[config.mk]
export PLATFORM = sky130hd
export DESIGN_NAME = sram_port_arbiter
export DESIGN_NICKNAME = d
export VERILOG_FILES = /design/src/rtl/sram_pkg.sv /design/src/rtl/sram_arb_pick.sv /design/src/rtl/sram_port_arbiter.sv
export SDC_FILE = /design/constraint.sdc
export NUM_CORES = 1
export LEC_CHECK = 0
export ABC_AREA = 1
export CORE_AREA = 3 3 85 148
export CTS_CLUSTER_DIAMETER = 120
export DETAILED_ROUTE_END_ITERATION = 8
export DIE_AREA = 0 0 88 151
export GPL_TIMING_DRIVEN = 0
export MAX_ROUTING_LAYER = met4
export PLACE_DENSITY = 0.92
export RECOVER_POWER = 100
export SYNTH_ARGS = -nofsm -noshare
export SYNTH_HDL_FRONTEND = slang
export SYNTH_SLANG_ARGS = --single-unit
[constraint.sdc]
create_clock -name clk -period 11.3 [get_ports clk]
set_input_delay 1.695 -clock clk [delete_from_list [all_inputs] [get_ports clk]]
set_output_delay 1.695 -clock clk [all_outputs]
set_load 0.005 [all_outputs]
[src/rtl/sram_pkg.sv]
// sram_pkg: shared state/owner encodings and default widths for the SRAM port arbiter
package sram_pkg;
  localparam int ADDR_W_DEF = 20;
  localparam int DATA_W_DEF = 32;
  typedef enum logic [1:0] {IDLE = 2'd0, BUSY = 2'd1, GAP = 2'd2} state_e;
  typedef enum logic {OWN_I = 1'b0, OWN_D = 1'b1} owner_e;
endpackage

[src/rtl/sram_arb_pick.sv]
// sram_arb_pick: combinational winner select between fetch and data requests (round-robin under SRAM_ARB_RR_EN)
module sram_arb_pick
  import sram_pkg::*;
(
  input  logic   i_req_i,
  input  logic   d_req_i,
  input  owner_e last_owner_i,
  output logic   any_o,
  output owner_e win_o
);
  assign any_o = i_req_i | d_req_i;
`ifdef SRAM_ARB_RR_EN
  assign win_o = (i_req_i & d_req_i) ? ((last_owner_i == OWN_D) ? OWN_I : OWN_D)
               : (d_req_i ? OWN_D : OWN_I);
`else
  logic unused_last;
  assign unused_last = last_owner_i;
  assign win_o = d_req_i ? OWN_D : OWN_I;
`endif
endmodule

[src/rtl/sram_port_arbiter.sv]
// sram_port_arbiter: shares one SRAM engine between fetch and data ports; SRAM_ARB_RR_EN selects round-robin arbitration
module sram_port_arbiter
  import sram_pkg::*;
#(
  parameter int ADDR_W  = ADDR_W_DEF,
  parameter int DATA_W  = DATA_W_DEF,
  parameter int TIMEOUT = 15
) (
  input  logic              clk,
  input  logic              rst,
  input  logic              i_req,
  input  logic [ADDR_W-1:0] i_addr,
  output logic              i_ack,
  output logic [DATA_W-1:0] i_rdata,
  output logic              i_stall,
  input  logic              d_req,
  input  logic              d_we,
  input  logic [ADDR_W-1:0] d_addr,
  input  logic [DATA_W-1:0] d_wdata,
  output logic              d_ack,
  output logic [DATA_W-1:0] d_rdata,
  output logic              d_stall,
  output logic              eng_read_ce,
  output logic              eng_write_ce,
  output logic [ADDR_W-1:0] eng_addr,
  output logic [DATA_W-1:0] eng_wdata,
  input  logic [DATA_W-1:0] eng_rdata,
  input  logic              eng_fin,
  output logic              err
);
  localparam int CNT_W = $clog2(TIMEOUT + 1);
  state_e state_q, state_d;
  owner_e own_q, own_d, win, last_own;
  logic any, wr, done;
  logic rce_q, rce_d, wce_q, wce_d, i_ack_q, i_ack_d, d_ack_q, d_ack_d, err_q, err_d;
  logic [CNT_W-1:0]  cnt_q, cnt_d;
  logic [ADDR_W-1:0] addr_q, addr_d;
  logic [DATA_W-1:0] wdata_q, wdata_d, i_rdata_q, i_rdata_d, d_rdata_q, d_rdata_d;

  sram_arb_pick u_pick (
    .i_req_i      (i_req),
    .d_req_i      (d_req),
    .last_owner_i (last_own),
    .any_o        (any),
    .win_o        (win)
  );

`ifdef SRAM_ARB_RR_EN
  owner_e last_q, last_d;
  assign last_d   = (state_q == IDLE && any) ? win : last_q;
  assign last_own = last_q;
  always_ff @(posedge clk or posedge rst)
    if (rst) last_q <= OWN_D;
    else     last_q <= last_d;
`else
  assign last_own = OWN_D;
`endif

  assign wr   = (win == OWN_D) & d_we;
  // fin wins over a timeout landing on the same edge, so the data is not lost
  assign done = eng_fin | (cnt_q == CNT_W'(TIMEOUT - 1));

  always_comb begin
    state_d   = state_q;
    own_d     = own_q;
    addr_d    = addr_q;
    wdata_d   = wdata_q;
    cnt_d     = cnt_q;
    rce_d     = rce_q;
    wce_d     = wce_q;
    err_d     = err_q;
    i_ack_d   = 1'b0;
    d_ack_d   = 1'b0;
    i_rdata_d = i_rdata_q;
    d_rdata_d = d_rdata_q;
    unique case (state_q)
      IDLE: if (any) begin
        state_d = BUSY;
        own_d   = win;
        addr_d  = (win == OWN_D) ? d_addr : i_addr;
        wdata_d = (win == OWN_D) ? d_wdata : wdata_q;
        cnt_d   = '0;
        rce_d   = ~wr;
        wce_d   = wr;
      end
      BUSY: if (done) begin
        state_d   = GAP;
        rce_d     = 1'b0;
        wce_d     = 1'b0;
        err_d     = err_q | ~eng_fin;
        i_ack_d   = own_q == OWN_I;
        d_ack_d   = own_q == OWN_D;
        i_rdata_d = (eng_fin & rce_q & own_q == OWN_I) ? eng_rdata : i_rdata_q;
        d_rdata_d = (eng_fin & rce_q & own_q == OWN_D) ? eng_rdata : d_rdata_q;
      end else cnt_d = cnt_q + CNT_W'(1);
      default: state_d = IDLE;
    endcase
  end

  always_ff @(posedge clk or posedge rst) begin
    if (rst) begin
      state_q   <= IDLE;
      own_q     <= OWN_I;
      addr_q    <= '0;
      wdata_q   <= '0;
      cnt_q     <= '0;
      rce_q     <= 1'b0;
      wce_q     <= 1'b0;
      err_q     <= 1'b0;
      i_ack_q   <= 1'b0;
      d_ack_q   <= 1'b0;
      i_rdata_q <= '0;
      d_rdata_q <= '0;
    end else begin
      state_q   <= state_d;
      own_q     <= own_d;
      addr_q    <= addr_d;
      wdata_q   <= wdata_d;
      cnt_q     <= cnt_d;
      rce_q     <= rce_d;
      wce_q     <= wce_d;
      err_q     <= err_d;
      i_ack_q   <= i_ack_d;
      d_ack_q   <= d_ack_d;
      i_rdata_q <= i_rdata_d;
      d_rdata_q <= d_rdata_d;
    end
  end

  assign i_ack        = i_ack_q;
  assign d_ack        = d_ack_q;
  assign i_rdata      = i_rdata_q;
  assign d_rdata      = d_rdata_q;
  assign i_stall      = i_req & ~i_ack_q;
  assign d_stall      = d_req & ~d_ack_q;
  assign eng_read_ce  = rce_q;
  assign eng_write_ce = wce_q;
  assign eng_addr     = addr_q;
  assign eng_wdata    = wdata_q;
  assign err          = err_q;
endmodule

==> flow_summary.yaml <==
sta:
  final.setup.tns_ns: 0
  clock_skew_ns: 0.0104
  setup_viol: 0
  rsz0062_at_grt: "no"
  slew_headroom_pct: -147
  tightest_slew_ns: 3.71
  holdWs_ns: 0.462
  fin_crit_sh_pct: 59.9
  drv_slew: 131
  period_minus_slack_ns: 6.77
  fmax_ghz: 0.148
  finalHoldViolCount: 0
floorplanning:
  initial_utilization_pct: 44.8
  die_width_um: 88
  die_area_um2: 13300
  rows: 52
  io_pins: 233
  fp.dieH_um: 151
  core_region_area_um2: 11500
global_route:
  grt_pass1_vias: 4994
  grt-ovfl-total: 0
  grt_max_degree: 70
  antenna_found_initial: 0
  grt_pass1_wl_um: 24200
  grt_usage_pct: 24.7
finish:
  syn_to_final_growth_pct: 60.5
  layout-drive-gt1-share_pct: 7.22
  antenna_cells: 0
  mostFrequentLayoutCells: "nand2_1 (185), dfrtp_1 (128), dlygate4sd3_1 (126)"
  final_cells: 952
  nets: 916
  final_common_cell: "nand2_1"
critical_path:
  cp-end-kind: "async pin"
  rrSetupSlack_ns: 9.48
  arrival_ns: 6.44
  required_ns: 10.97
  rr_worst_depth: 5
  start_kind: "input pin"
  r2r-end: "i_rdata[22]"
  r2r-start: "state_q[1]"
  crit_fanout: 69
  path_class: "in -> async"
logic_synthesis:
  ys_seq_area_share_pct: 62.1
  postSynthCellCount: 552
  syn_avg_cell_area_um2: 9.35
  synth_top_area_share_pct: 62.1
  yosysTopAreaCell: "dfrtp_1"
  yosysWarnings: 0
  synth.area.top_cells: "dfrtp_1 (62%), nand2_1 (13%), o21ai_1 (6.3%)"
  ys_ff_latch: 128
  syn_area_um2: 5160
  synth.distinct_cells: 21
  synth_nets: 664
cts:
  cts_tree: "done"
  postCtsSetupRepairBufs: 0
  cts_root_buffer: "clkbuf_16"
  clockBufferDepth: 2
  ctsResizeCount: 0
  cts_hold_buf: 0
  h-tree-depth: 4
  cts.reportedPaths.clkPinSlew_ns: 0.06
  cts_sinks: 128
  numCtsBuffers: 17
  clock_latency_ns: 0.42
drt:
  drtAntennaViolNets: 0
  route.detailed.drc: 0
  finalWirelength_um: 15600
  drt-wirelength-per-cell_um: 16.4
  vias_per_cell: 5.00
  initialDrtViolationCount: 157
  dr.pass1.iters: 4
  num_vias: 4762
place:
  numPlacedInstances: 920
  dp_hpwl_um: 11600
  port_buffers: 232
  gp_congestion: 0.817
run_status:
  failed_checks: "max-capacitance violations, max-slew violations"
  status: "finished, violations left"
worst_hold_path:
  hold_path_depth: 2
  hp-start: "eng_wdata[21]"
  hp-class: "reg -> reg"
  min_to: "eng_wdata[21]"
job:
  maxCapViolCount: 2
power_and_ir_drop:
  p_leak_nw: 4.08
  ir_drop_uv: 157
  power_density_nw_per_um2: 261
-- report_power, final --
| group | internal [mW] | total [mW] | switching [mW] | leakage, nW |
|---|---|---|---|---|
| combinational | 0.407 | 0.768 | 0.361 | 2.16 |
| clock | 0.410 | 0.616 | 0.206 | 0.323 |
| sequential | 0.667 | 0.776 | 0.109 | 1.60 |
| total | 1.48 | 2.16 | 0.676 | 4.08 |
-- per-layer routing --
metal	GRT usage (%)	part of all wire, %
met1	25.1	36
met2	43.3	55
met3	5.50	5.3
met4	13.0	4.2
met5	-	0
-- how the worst max path moves through the flow --
stage,end,cells past startpoint,start
2_1_floorplan,cnt_q[0],1,rst
3_3_place_gp,eng_addr[4],2,rst
3_5_place_dp,d_stall,6,d_req
4_1_cts,d_stall,6,d_req
5_1_grt,cnt_q[3],3,rst
6_report,eng_addr[11],3,rst
-- through the flow --
stage               power (mW)  instance area, µm²  setup WS [ns]  util, %
CTS                       2.28                8350           6.30     72.5
detailed placement        1.66                7680           6.30     66.7
global placement          1.62                7650           4.48     66.4
floorplan                 1.10                5160           6.19        -
global route              2.29                8280           3.45     71.9
finish                    2.16                8280           4.53     71.9
-- critical path, cell delays in order --
cell and delay, ns:
dlygate4sd3_1 0.55, clkinvlp_2 1.44, clkbuf_1 2.70
-- area by class of cell --
class | count | area (µm²)
Tap cell | 135 | 169
Clock inverter | 12 | 205
Inverter | 43 | 163
Timing Repair Buffer | 233 | 2330
Clock buffer | 20 | 467
Sequential cell | 128 | 3200
Multi-Input combinational cell | 350 | 1620
Buffer | 31 | 131
Fill cell | 798 | 3240
-- cell families (layout without fill, tap and decap cells) --
group | count (synthesis) | after routing | synth area share [%]
xor gates and xnor gates | 1 | 1 | 0.170
AOI/OAI and AO/OA | 88 | 88 | 9.56
and+or+nand+nor | 259 | 259 | 21.7
adders and majority gates | 2 | 2 | 0.485
buffers and inverters | 74 | 339 | 5.97
DFF | 128 | 128 | 62.1
-- synthesized netlist by cell type --
master / instances
buf_2: 15
buf_4: 3
clkbuf_1: 13
dfrtp_1: 128
ha_1: 2
inv_1: 41
inv_2: 2
nand2_1: 184
nand2_2: 1
nand3_1: 41
nand4_4: 2
nor2_1: 9
nor2_2: 1
nor2_4: 1
o211ai_1: 20
o21ai_0: 2
o21ai_1: 65
o21bai_1: 1
or2_1: 5
or2_2: 15
xnor2_1: 1
-- flip-flops by register name (all words and copies together) (netlist names) --
signal / cells
d_ack: 1
eng_wdata: 32
i_ack: 1
own_q: 1
d_rdata: 32
i_rdata: 32
state_q: 2
cnt_q: 4
eng_addr: 20
eng_read_ce: 1
eng_write_ce: 1
err: 1
No activity file was read; power rests on OpenSTA's default activity.
